File: src/rtl/imem_port_arbiter.sv
// Two-port (fetch/debug) arbiter for the single read port of the boot instruction ROM.
// Optional build macro IMEM_ARB_RR_EN selects round-robin instead of fetch-first priority.
module imem_port_arbiter #(
    parameter int                 A_WIDTH   = 32,
    parameter logic [A_WIDTH-1:0] ROM_BASE  = 32'hBFC00000,
    parameter int                 ROM_BYTES = 4096,
    parameter int                 MEM_LAT   = 1
) (
    input  logic               clk,
    input  logic               rst,
    input  logic               f_req,
    input  logic [A_WIDTH-1:0] f_addr,
    output logic               f_gnt,
    output logic               f_rvalid,
    output logic [31:0]        f_rdata,
    output logic               f_err,
    input  logic               d_req,
    input  logic [A_WIDTH-1:0] d_addr,
    output logic               d_gnt,
    output logic               d_rvalid,
    output logic [31:0]        d_rdata,
    output logic               d_err,
    output logic               mem_en,
    output logic [A_WIDTH-1:0] mem_addr,
    input  logic [31:0]        mem_rdata,
    output logic               busy
);

    typedef enum logic [1:0] {IDLE, ISSUE, WAIT, RESP} state_t;

    // Last byte address inside the ROM, one bit wider so the end check cannot wrap.
    localparam logic [A_WIDTH:0] ROM_LAST = {1'b0, ROM_BASE} + (A_WIDTH+1)'(ROM_BYTES - 1);

    state_t             state_reg;
    logic               owner_reg;
    logic [2:0]         cnt_reg;
    logic               mem_en_reg;
    logic [A_WIDTH-1:0] mem_addr_reg;
    logic               f_rvalid_reg, d_rvalid_reg;
    logic               f_err_reg, d_err_reg;
    logic [31:0]        f_rdata_reg, d_rdata_reg;

    logic               any_req;
    logic               pick_d;
    logic               grant_ok;
    logic [A_WIDTH-1:0] req_addr;
    logic [A_WIDTH:0]   req_last;
    logic               addr_bad;

    assign any_req = f_req | d_req;

`ifdef IMEM_ARB_RR_EN
    logic last_grant_reg;  // 1: debug was granted last
    assign pick_d = d_req && (!f_req || !last_grant_reg);
`else
    assign pick_d = d_req && !f_req;
`endif

    assign grant_ok = (state_reg == IDLE) && !rst && any_req;
    assign f_gnt    = grant_ok && !pick_d;
    assign d_gnt    = grant_ok && pick_d;

    assign req_addr = pick_d ? d_addr : f_addr;
    assign req_last = {1'b0, req_addr} + (A_WIDTH+1)'(3);
    assign addr_bad = (req_addr[1:0] != 2'b00) || (req_addr < ROM_BASE) || (req_last > ROM_LAST);

    always_ff @(posedge clk or posedge rst) begin
        if (rst) begin
            state_reg    <= IDLE;
            owner_reg    <= 1'b0;
            cnt_reg      <= 3'd0;
            mem_en_reg   <= 1'b0;
            mem_addr_reg <= '0;
            f_rvalid_reg <= 1'b0;
            d_rvalid_reg <= 1'b0;
            f_err_reg    <= 1'b0;
            d_err_reg    <= 1'b0;
            f_rdata_reg  <= 32'd0;
            d_rdata_reg  <= 32'd0;
`ifdef IMEM_ARB_RR_EN
            last_grant_reg <= 1'b1;
`endif
        end else begin
            f_rvalid_reg <= 1'b0;
            d_rvalid_reg <= 1'b0;
            f_err_reg    <= 1'b0;
            d_err_reg    <= 1'b0;
            mem_en_reg   <= 1'b0;
            case (state_reg)
                IDLE: begin
                    if (any_req) begin
                        owner_reg <= pick_d;
`ifdef IMEM_ARB_RR_EN
                        last_grant_reg <= pick_d;
`endif
                        if (addr_bad) begin
                            // Rejected accesses never touch the ROM.
                            state_reg <= RESP;
                            if (pick_d) begin
                                d_rvalid_reg <= 1'b1;
                                d_err_reg    <= 1'b1;
                                d_rdata_reg  <= 32'd0;
                            end else begin
                                f_rvalid_reg <= 1'b1;
                                f_err_reg    <= 1'b1;
                                f_rdata_reg  <= 32'd0;
                            end
                        end else begin
                            state_reg    <= ISSUE;
                            mem_en_reg   <= 1'b1;
                            mem_addr_reg <= req_addr;
                        end
                    end
                end
                ISSUE: begin
                    cnt_reg   <= 3'(MEM_LAT);
                    state_reg <= WAIT;
                end
                WAIT: begin
                    if (cnt_reg == 3'd1) begin
                        state_reg <= RESP;
                        if (owner_reg) begin
                            d_rvalid_reg <= 1'b1;
                            d_rdata_reg  <= mem_rdata;
                        end else begin
                            f_rvalid_reg <= 1'b1;
                            f_rdata_reg  <= mem_rdata;
                        end
                    end else begin
                        cnt_reg <= cnt_reg - 3'd1;
                    end
                end
                RESP:    state_reg <= IDLE;
                default: state_reg <= IDLE;
            endcase
        end
    end

    assign mem_en   = mem_en_reg;
    assign mem_addr = mem_addr_reg;
    assign f_rvalid = f_rvalid_reg;
    assign d_rvalid = d_rvalid_reg;
    assign f_err    = f_err_reg;
    assign d_err    = d_err_reg;
    assign f_rdata  = f_rdata_reg;
    assign d_rdata  = d_rdata_reg;
    assign busy     = (state_reg != IDLE);

endmodule

File: config.mk
export PLATFORM = sky130hd
export DESIGN_NAME = imem_port_arbiter
export DESIGN_NICKNAME = d
export VERILOG_FILES = /design/src/rtl/imem_port_arbiter.sv
export SDC_FILE = /design/constraint.sdc
export NUM_CORES = 1
export LEC_CHECK = 0
export CAP_MARGIN = 0
export CORE_ASPECT_RATIO = 0.5
export CORE_MARGIN = 1.5
export CORE_UTILIZATION = 40
export CTS_CLUSTER_SIZE = 24
export DETAILED_ROUTE_END_ITERATION = 10
export GPL_TIMING_DRIVEN = 1
export HOLD_SLACK_MARGIN = 0.06
export PLACE_DENSITY = 0.72
export SYNTH_ARGS = -nofsm -noshare
export SYNTH_HDL_FRONTEND = slang
export SYNTH_SLANG_ARGS = --single-unit
File: constraint.sdc
create_clock -name clk -period 4.4 [get_ports clk]
set_clock_uncertainty 0.15 [all_clocks]
set_input_delay 0.44 -clock clk [delete_from_list [all_inputs] [get_ports clk]]
set_output_delay 0.44 -clock clk [all_outputs]
set_load 0.01 [all_outputs]
* Word-level counts from Yosys, hierarchy flattened
Index checks and enable logic that the tools add are counted.
** Operators by class
- Reduce and logical (&&, ||, !) cells :: 21
- Add/subtract/negate cells :: 2
- Bitwise gates (word level) :: 2
- $lt $le $gt $ge :: 2
- Equality and inequality tests :: 12
- Mux-type cells :: 36
** Operator list (count)
- two-way mux 32 bit :: 11
- one-hot mux 32 bit (2 select lines) :: 2
- adder 32 x 2 -> 33 bit (second input constant) :: 1
- > comparator 33 x 32 -> 1 bit (second input constant) :: 1
- < comparator 32 bit (second input constant) :: 1
- != test 2 bit (second input constant) :: 8
- two-way mux 1 bit :: 15
- AND reduction 6 bit :: 2
- one-hot mux 2 bit (4 select lines) :: 1
- nonzero test 2 bit :: 4
- two-way mux 2 bit :: 3
- one-hot mux 3 bit (2 select lines) :: 1
- AND reduction 2 bit :: 3
- logical AND 1 bit :: 5
- == test 2 bit (second input constant) :: 2
- one-hot mux 1 bit (2 select lines) :: 2
- == test 3 x 1 -> 1 bit (second input constant) :: 1
- zero test 1 bit :: 3
- two-way mux 3 bit :: 1
- AND reduction 3 bit :: 1
- subtractor 3 x 1 -> 3 bit (second input constant) :: 1
- == test 2 x 1 -> 1 bit (second input constant) :: 1
- zero test 2 bit :: 1
- logical OR 1 bit :: 2
- 2 further kinds :: 2
** Word-level totals
- Output and inout port bits :: 104
- Bits of input ports :: 100
- Bits in registers :: 107
- Logic and storage cells :: 86

* Longest topological paths before layout
Gate-level depths: netlist (run 1).
- Depth in word-level cells :: 9
- Mapped depth :: 21
- Mapped depth without buffers :: 14

* Worst setup path after synthesis (run 1)
No wires, ideal clock.
- Path kind :: input to register
- Start :: input f_req
- End :: register mem_addr_reg[0], in the netlist mem_addr[0]
- Path slack :: -445 ps
- Arrival :: 4569 ps
- Stages :: 21
- Path buffers :: 7
- Cells stage by stage :: nand2b_1 buf_6 buf_2 buf_2 buf_2 buf_2 nand2_1 nand2_1 inv_1 ha_1 buf_2 a21o_1 nor4_2 nand3_1 mux2_4 nor4_4 mux2i_1 o211ai_4 nor2_2 buf_6 mux2_4
** Between the ends
- Word-level cells in the longest chain between the ends :: 8
- Elaborated cells between the ends (all ways) :: 12
- Those cells by class :: add/sub: 1; order compare: 2; mux: 1; bitwise: 2; reduce/logical: 6
** Ends and longest elaborated chain
- from (decl) :: line 11 : input logic f_req,
- zero test 1 bit :: line 56 : assign pick_d = d_req && !f_req;
- logical AND 1 bit :: line 56
- two-way mux 32 bit :: line 63 : assign req_addr = pick_d ? d_addr : f_addr;
- adder 32 x 2 -> 33 bit (tied with other cells) :: line 64 : assign req_last = {1'b0, req_addr} + (A_WIDTH+1)'(3);
- > comparator 33 x 32 -> 1 bit or logical OR 1 bit (tied branches) :: line 65 : assign addr_bad = (req_addr[1:0] != 2'b00) || (req_addr < ROM_BASE) || (req_last > ROM_LAST);
- logical OR 1 bit :: line 65
- NOT 1 bit (no source line)
- AND reduction 3 bit (no source line)
- to (signal assigned) :: line 111 : mem_addr_reg <= req_addr;
- to (decl) :: line 38 : logic [A_WIDTH-1:0] mem_addr_reg;
Several ways; a longest one is shown, not always the timed one.
A chain may end at the register's enable or synchronous reset.

* Final worst setup path (run 1)
- Start :: input f_req
- End :: register f_rdata_reg[7], in the netlist f_rdata[7]
** Between the ends
- Word-level cells in the longest chain between the ends :: 8
- Elaborated cells between the ends (all ways) :: 14
- Those cells by class :: add/sub: 1; order compare: 2; eq/ne: 3; mux: 1; bitwise: 1; reduce/logical: 6
** Ends and longest elaborated chain
- zero test 1 bit :: line 56
- logical AND 1 bit :: line 56
- two-way mux 32 bit :: line 63
- adder 32 x 2 -> 33 bit (tied with other cells) :: line 64
- > comparator 33 x 32 -> 1 bit or logical OR 1 bit (tied branches) :: line 65
- logical OR 1 bit :: line 65
- != test 2 bit (no source line)
- AND reduction 6 bit (no source line) (*)
- to (signal assigned) :: line 127 : f_rdata_reg <= mem_rdata;
- to (decl) :: line 41 : logic [31:0] f_rdata_reg, d_rdata_reg;
Every way passes the cells marked *; elsewhere a longest branch is shown, timed or not.

==> impl_metrics.py, run 1 <==
metrics = {
    "finish": {
        "antenna_cells": 0,
        "syn_to_final_growth_pct": 49.9,
        "fillers": 1247,
        "drive_above_1_share_pct": 15.2,
        "layout_common_cells": "clkdlybuf4s50_1 (202), dfrtp_1 (107), mux2_1 (64), buf_4 (52), nand2_1 (51)",
        "fin_nets": 898,
        "layout_commonest_cell": "clkdlybuf4s50_1",
    },
    "floorplan": {
        "fp.dieH_um": 89.5,
        "start_util_pct": 41.2,
        "fp.dieW_um": 176,
        "io_pins": 204,
        "coreArea_um2": 14500,
        "dieArea_um2": 15800,
        "num_rows": 31,
    },
    "sta": {
        "hold_viol": 0,
        "setup_viol": 0,
        "max_freq_ghz": 0.238,
        "holdWs_ns": 0.252,
        "fin_crit_ns": 4.20,
        "timing.final.ws_setup_ns": 0.197,
        "rsz0062_at_grt": "no",
        "relSlewSlack_pct": 51.6,
        "worst_slew_pin_slew_ns": 0.726,
        "fin_crit_sh_pct": 95.5,
        "finalMaxSlewViolations": 0,
    },
    "clock_network": {
        "root_buffer": "clkbuf_16",
        "numCtsBuffers": 9,
        "path_clk_slew_ns": 0.07,
        "htree_levels": 3,
        "clk_latency_ns": 0.33,
        "cts_tree": "yes",
        "cts_buffer_depth": 2,
        "clock_sinks": 107,
    },
    "detailed_routing": {
        "detail_route.first_pass.iterations": 4,
        "drt_iter0_drc": 180,
        "vias": 5120,
        "drc": 0,
        "ant_nets": 0,
        "wl_per_cell_um": 16.4,
        "routed_wl_um": 16300,
        "vias_per_cell": 5.15,
    },
    "setup_path": {
        "worstPathRequired_ns": 4.47,
        "cp.arrival_ns": 4.27,
        "reg2reg_from": "state_reg[0]",
        "reg2reg_depth": 12,
        "cp-startpoint": "f_req",
        "crit_chain": "clkdlybuf4s50_1, nand2b_4, buf_12, mux2i_2, nand4_2, or4_4, buf_4, a2111oi_4, o21ai_1, a21bo_1, a211oi_4, buf_4, nor3_2, nor2_4, buf_12, mux2_1",
        "max_stage_delay_ns": 0.58,
        "reg2reg_slack_ns": 1.25,
        "cpMaxStageDelayCell": "or4_4",
        "r2r_end": "f_rdata[7]",
        "setup.worst_path.end_class": "register",
        "critPathKind": "in -> reg",
        "path_max_fanout": 16,
        "cp-start-kind": "input pin",
    },
    "logic_synthesis": {
        "synthCells": 544,
        "synth_area_leaders": "dfrtp_1 (45%), mux2_1 (12%), and2_1 (3.9%)",
        "syn-num-nets": 651,
        "yosysSeqAreaShare_pct": 44.7,
        "synth-async-reset-ratio_pct": 100,
        "synth_edf_count": 0,
        "ys_ff_latch": 107,
        "syn_avg_cell_area_um2": 11.0,
        "yosys.area.top_type": "dfrtp_1",
        "synth_ff_type": "dfrtp_1",
        "netlist_area_um2": 5990,
        "yosys.cell_types.count": 72,
        "synth_top_area_share_pct": 44.7,
        "synth_warnings": 0,
    },
    "pwr": {
        "p_leak_nw": 4.07,
        "p_per_area_nw_per_um2": 516,
        "ir_drop_v": 0.000362,
    },
    "worst_hold_path": {
        "min_path_type": "in -> async",
    },
    "global_route": {
        "grtUsageTotal_pct": 20.2,
        "grt_pass1_wl_um": 25400,
        "grt_pass1_vias": 5143,
        "antenna_found_initial": 0,
        "gr-total-overflow": 0,
        "grt_max_degree": 59,
    },
    "placement": {
        "pre_cts_slack_ns": -0.257,
        "post-dp-hpwl_um": 12500,
        "io_buffer_count": 203,
        "place.gp.congestion": 0.854,
    },
    "flow_run": {
        "cap_violations": 0,
    },
    "run_status": {
        "status": "completed",
    },
}
where the power goes:
group	total (mW)	internal, mW	switching, mW	leakage [nW]
logic	2.38	1.34	1.03	2.53
clock network	0.765	0.394	0.371	0.139
registers	1.49	1.32	0.172	1.40
total	4.63	3.06	1.57	4.07
routing by layer:
metal,routed length [µm],GRT usage [%]
met2,8490,37.8
met5,0,0
met1,7040,24.8
met3,626,3.44
met4,146,4.35
final cells by class:
type	instances	area, µm²	share of cell area (%)
well taps	198	248	2.76
flip-flops and latches	107	2680	29.8
clock inverters	7	58.8	0.655
multi-input cells	396	3130	34.9
repair buffers	264	2590	28.8
clock buffers	9	225	2.51
inverters	13	51.3	0.571
worst max path at each step:
| stage | to | slack (ns) | depth (start not counted) |
|---|---|---|---|
| final | f_rdata[7] | 0.20 | 16 |
| after detailed placement | f_rdata[7] | -0.26 | 16 |
| after CTS | f_rdata[7] | 0.09 | 16 |
| after global routing | f_rdata[25] | 0.02 | 16 |
| after floorplan | mem_addr[0] | 0.003 | 21 |
| after global placement | f_rdata[5] | -0.20 | 13 |
logic make-up after synthesis:
family          Yosys count  synth area share (%)
compound gates           76                  9.13
flops                   107                  44.7
buf+inv                  41                  3.84
xor+xnor                  5                 0.731
simple gates            202                  19.5
fa+ha+maj                 7                  1.46
mux                     106                  20.6
per-stage QoR:
stage / instance area [µm²] / std cells / TNS, ns / power, mW / utilization [%]
after floorplan: 6050 / 544 / 0 / 2.76 / -
after global placement: 8610 / 975 / -15.69 / 3.75 / 59.2
after detailed placement: 8610 / 975 / -19.12 / 3.80 / 59.2
after CTS: 8900 / 991 / 0 / 4.59 / 61.2
after global routing: 8980 / 994 / 0 / 4.92 / 61.7
final: 8980 / 994 / 0 / 4.63 / 61.7
cells in the mapped netlist (all sizes together), types with 7 or more instances:
master	number
a21oi	9
a31oi	11
and2	37
and3	12
buf	19
clkbuf	9
dfrtp	107
ha	7
inv	13
mux2	81
mux2i	24
nand2	52
nand2b	7
nand3	21
nor2	14
nor3	12
o21a	9
o21ai	15
or2	12
critical path, delay by kind of cell:
family,cells,cell delay (ns)
and+or+nand+nor,5,1.15
muxes,2,0.60
buffers and inverters,5,1.20
AOI/OAI and AO/OA,4,0.86
what timing repair did:
item	4_1_cts	5_1_grt
hold buffers	0	0
buffers inserted	0	1
setup endpoints to repair	0	92
resized for setup	0	8
hold endpoints to repair	0	0
Power figures use the tool's default switching activity.
==> run 2, diff against run 1 <==
--- a/config.mk
+++ b/config.mk
@@ -8,12 +8,12 @@
 export CAP_MARGIN = 0
 export CORE_ASPECT_RATIO = 0.5
 export CORE_MARGIN = 1.5
-export CORE_UTILIZATION = 40
-export CTS_CLUSTER_SIZE = 24
+export CORE_UTILIZATION = 46
+export CTS_CLUSTER_SIZE = 28
 export DETAILED_ROUTE_END_ITERATION = 10
 export GPL_TIMING_DRIVEN = 1
 export HOLD_SLACK_MARGIN = 0.06
-export PLACE_DENSITY = 0.72
+export PLACE_DENSITY = 0.81
 export SYNTH_ARGS = -nofsm -noshare
 export SYNTH_HDL_FRONTEND = slang
 export SYNTH_SLANG_ARGS = --single-unit
==> impl_metrics.py, run 2 (synthesized netlist as in run 1, its figures left out) <==
metrics = {
    "placement": {
        "io_buffer_count": 203,
        "dp_cells": 943,
        "post_dp_cell_area_um2": 8560,
        "place.gp.congestion": 0.887,
        "post-dp-hpwl_um": 12400,
        "pre_cts_slack_ns": -0.244,
    },
    "sta": {
        "fin_crit_sh_pct": 97.1,
        "hold_viol": 0,
        "holdWs_ns": 0.316,
        "timing.final.ws_setup_ns": 0.130,
        "fin_crit_ns": 4.27,
        "setup_viol": 0,
        "rsz0062_at_grt": "no",
        "setup_tns_ns": 0,
        "relSlewSlack_pct": 29.3,
        "worst_slew_pin_slew_ns": 1.06,
        "finalMaxSlewViolations": 0,
        "max_freq_ghz": 0.234,
    },
    "detailed_routing": {
        "routed_wl_um": 16300,
        "ant_nets": 0,
        "drc": 0,
        "vias": 5184,
        "drt_iter0_drc": 265,
        "detail_route.first_pass.iterations": 5,
        "wl_per_cell_um": 17.1,
        "vias_per_cell": 5.41,
    },
    "clock_network": {
        "cts_buffer_depth": 2,
        "htree_levels": 3,
        "root_buffer": "clkbuf_16",
        "numCtsBuffers": 9,
        "cts_hold_buf": 0,
        "cts_tree": "yes",
        "post_cts_buffers": 0,
        "path_clk_slew_ns": 0.07,
        "clk_latency_ns": 0.34,
        "clock_sinks": 107,
        "cts_resized": 0,
    },
    "flow_run": {
        "cap_violations": 0,
    },
    "global_route": {
        "gr-total-overflow": 0,
        "use_met2_pct": 43.4,
        "use_met1_pct": 30.2,
        "met3_usage_pct": 3.38,
        "antenna_found_initial": 0,
        "grtUsageTotal_pct": 24.3,
        "grt_max_degree": 87,
        "top_usage_layer": "met2",
        "grt_pass1_wl_um": 26500,
        "grt_pass1_vias": 5302,
    },
    "setup_path": {
        "reg2reg_slack_ns": 1.42,
        "r2r_end": "f_rdata[15]",
        "max_stage_delay_ns": 0.60,
        "cp-start-kind": "input pin",
        "worstPathRequired_ns": 4.47,
        "cpMaxStageDelayCell": "or4_4",
        "path_max_fanout": 13,
        "setup.worst_path.end_class": "register",
        "reg2reg_from": "state_reg[0]",
        "critPathKind": "in -> reg",
        "cp.arrival_ns": 4.34,
        "reg2reg_depth": 12,
        "crit_chain": "clkdlybuf4s50_1, nand2b_4, buf_12, mux2i_2, nand4_2, or4_4, nor3_2, o22ai_1, or4_4, a211oi_4, buf_4, o211ai_4, nor2_2, buf_12, mux2_4",
    },
    "pwr": {
        "p_per_area_nw_per_um2": 523,
        "power_mw": 4.65,
        "p_leak_nw": 4.04,
        "ir_drop_v": 0.000419,
    },
    "run_status": {
        "status": "completed",
    },
    "floorplan": {
        "coreArea_um2": 12700,
        "dieArea_um2": 13800,
        "fp.dieH_um": 83.7,
        "num_rows": 29,
        "io_pins": 204,
        "start_util_pct": 47.2,
        "fp.dieW_um": 164,
    },
    "worst_hold_path": {
        "worstHoldPathCells": 1,
        "min_path_type": "reg -> reg",
        "worstHoldStart": "mem_addr[27]",
        "min_to": "mem_addr[27]",
    },
    "finish": {
        "utilization_pct": 70.0,
        "fin_cells": 958,
        "layout_commonest_cell": "clkdlybuf4s50_1",
        "final_area_um2": 8890,
        "drive_above_1_share_pct": 14.5,
        "syn_to_final_growth_pct": 48.4,
        "antenna_cells": 0,
        "fin_nets": 891,
        "layout_common_cells": "clkdlybuf4s50_1 (202), dfrtp_1 (107), mux2_1 (64), nand2_1 (51), buf_4 (47)",
    },
}
## run 2: worst max path at each step
stage          startpoint            to  slack (ns)  cells after the start
2_1_floorplan       f_req   mem_addr[0]       0.003                     21
6_report            f_req   mem_addr[0]        0.13                     15
3_5_place_dp        f_req   mem_addr[6]       -0.24                     15
4_1_cts             d_req   mem_addr[6]        0.12                     15
5_1_grt             f_req  mem_addr[23]       0.008                     17
3_3_place_gp        f_req  mem_addr[11]       -0.17                     15
## run 2: final cells by class
cell class / instances / area (µm²)
Clock buffer: 11 / 253
Clock inverter: 4 / 56.3
Fill cell: 961 / 3810
Inverter: 13 / 51.3
Multi-Input combinational cell: 396 / 3120
Sequential cell: 107 / 2680
Tap cell: 170 / 213
Timing Repair Buffer: 257 / 2520
## run 2: where the power goes
part / switching (mW) / internal [mW]
clock network: 0.348 / 0.474
registers: 0.179 / 1.32
logic: 1.01 / 1.32
## run 2: worst max-delay path: cells and delay by family
kind / cells / cell delay, ns
multiplexers: 2 / 0.57
buffers and inverters: 4 / 1.01
AND/OR/NAND/NOR: 6 / 1.88
AO/OA/AOI/OAI: 3 / 0.42
## run 2: metal layers
metal	vias up	wire length, µm
met4	0	337
met5	-	0
met2	161	8330
li1	2421	-
met3	28	732
met1	2574	6950
==> run 3, diff against run 2 <==
==> constraint.sdc (replaced) <==
create_clock -name clk -period 4.4 [get_ports clk]
set_clock_uncertainty 0.15 [all_clocks]
set_input_delay 0.66 -clock clk [delete_from_list [all_inputs] [get_ports clk]]
set_output_delay 0.66 -clock clk [all_outputs]
set_load 0.01 [all_outputs]
==> impl_metrics.py, run 3 (synthesized netlist as in run 1, its figures left out) <==
metrics = {
    "finish": {
        "final_area_um2": 9230,
        "layout_commonest_cell": "clkdlybuf4s50_1",
        "layout_common_cells": "clkdlybuf4s50_1 (201), dfrtp_1 (107), buf_4 (67), mux2_1 (64), nand2_1 (51)",
        "fin_nets": 918,
        "syn_to_final_growth_pct": 54.0,
        "utilization_pct": 72.6,
        "fin_cells": 986,
        "antenna_cells": 0,
        "drive_above_1_share_pct": 18.0,
    },
    "floorplan": {
        "io_pins": 204,
        "fp.dieH_um": 83.7,
        "dieArea_um2": 13800,
        "num_rows": 29,
        "fp.dieW_um": 164,
        "start_util_pct": 47.2,
        "coreArea_um2": 12700,
    },
    "placement": {
        "dp_cells": 962,
        "pre_cts_slack_ns": -0.321,
        "io_buffer_count": 203,
        "post_dp_cell_area_um2": 8700,
        "post-dp-hpwl_um": 12500,
        "place.gp.congestion": 0.879,
    },
    "setup_path": {
        "reg2reg_slack_ns": 1.34,
        "cp-start-kind": "input pin",
        "crit_chain": "clkdlybuf4s50_1, nand2_1, mux2_4, or2_4, or4_4, nor3_2, o22ai_1, or4_4, a211oi_4, buf_4, nor3_2, nor2_4, buf_12, buf_6, mux2_1",
        "cpMaxStageDelayCell": "or4_4",
        "path_max_fanout": 7,
        "max_stage_delay_ns": 0.56,
        "cp.arrival_ns": 4.26,
        "setup.worst_path.end_class": "register",
        "worstPathRequired_ns": 4.47,
        "reg2reg_from": "cnt_reg[1]",
        "critPathKind": "in -> reg",
        "reg2reg_depth": 13,
        "r2r_end": "f_rdata[30]",
    },
    "pwr": {
        "p_per_area_nw_per_um2": 523,
        "ir_drop_v": 0.000385,
        "power_mw": 4.82,
        "p_leak_nw": 4.22,
    },
    "clock_network": {
        "clk_latency_ns": 0.34,
        "cts_hold_buf": 0,
        "path_clk_slew_ns": 0.07,
        "htree_levels": 3,
        "clock_sinks": 107,
        "cts_buffer_depth": 2,
        "root_buffer": "clkbuf_16",
        "cts_tree": "yes",
        "numCtsBuffers": 9,
    },
    "sta": {
        "holdWs_ns": 0.319,
        "finalMaxSlewViolations": 0,
        "relSlewSlack_pct": 35.0,
        "rsz0062_at_grt": "no",
        "worst_slew_pin_slew_ns": 0.975,
        "setup_tns_ns": 0,
        "setup_viol": 0,
        "max_freq_ghz": 0.239,
        "timing.final.ws_setup_ns": 0.213,
        "hold_viol": 0,
        "fin_crit_sh_pct": 95.2,
        "fin_crit_ns": 4.19,
    },
    "detailed_routing": {
        "drt_iter0_drc": 256,
        "wl_met2_um": 8940,
        "vias_per_cell": 5.40,
        "wl_per_cell_um": 17.3,
        "routed.top_layer": "met4",
        "vias": 5324,
        "ant_nets": 0,
        "dr_wl_met3_um": 724,
        "wl_met1_um": 7020,
        "detail_route.first_pass.iterations": 5,
        "drc": 0,
        "routed_wl_um": 17000,
    },
    "global_route": {
        "grtUsageTotal_pct": 23.8,
        "grt_pass1_wl_um": 26200,
        "gr-total-overflow": 0,
        "grt_max_degree": 81,
        "antenna_found_initial": 0,
        "grt_pass1_vias": 5240,
    },
    "worst_hold_path": {
        "min_to": "mem_addr[26]",
        "worstHoldPathCells": 1,
        "worstHoldStart": "mem_addr[26]",
        "min_path_type": "reg -> reg",
    },
    "run_status": {
        "status": "completed",
    },
    "flow_run": {
        "cap_violations": 0,
    },
}
## run 3: cell count changes in the layout (fill, tap and decap cells not counted), sizes merged
cell,previous run,this run
clkinv,1,3
buf,54,77
clkdlybuf4s50,202,201
clkbuf,11,13
clkinvlp,0,1
dlymetal6s2s,1,2
## run 3: how the worst max path moves through the flow
stage                     cells past startpoint      endpoint  slack (ns)       start
after global placement                       15  mem_addr[11]       -0.23       d_req
after detailed placement                     17   mem_addr[2]       -0.32       d_req
after floorplan                              19   mem_addr[0]       -0.07       f_req
after CTS                                    17   mem_addr[2]        0.03       d_req
final                                        15   f_rdata[11]        0.21  f_addr[14]
after global routing                         15   mem_addr[0]        0.09  f_addr[14]
## run 3: what timing repair did
action | 4_1_cts | 5_1_grt
buffers inserted | 0 | 3
endpoints found under the setup margin | 0 | 95
gates resized for setup | 0 | 16
## run 3: worst max-delay path, delay by kind of cell
family	cells	cell delay, ns
AND/OR/NAND/NOR	7	1.71
buffers and inverters	4	0.95
multiplexers	2	0.61
AO/OA/AOI/OAI	2	0.32
## run 3: cell type report
cell class	count	area (µm²)
fillers	887	3470
multi-input cells	396	3180
repair buffers	284	2810
flip-flops and latches	107	2680
clock buffers	9	225
well taps	170	213
clock inverters	7	73.8
inverters	13	51.3
## run 3: layer usage
metal  track usage [%]  vias up
li1                  -     2495
met4              6.80        0
met1              29.6     2631
met3              3.33       29
met5                 0        -
met2              43.2      169
## run 3: where the power goes
part	internal, mW	switching [mW]
sequential	1.32	0.183
clock	0.444	0.358
combinational	1.45	1.07
total	3.22	1.61
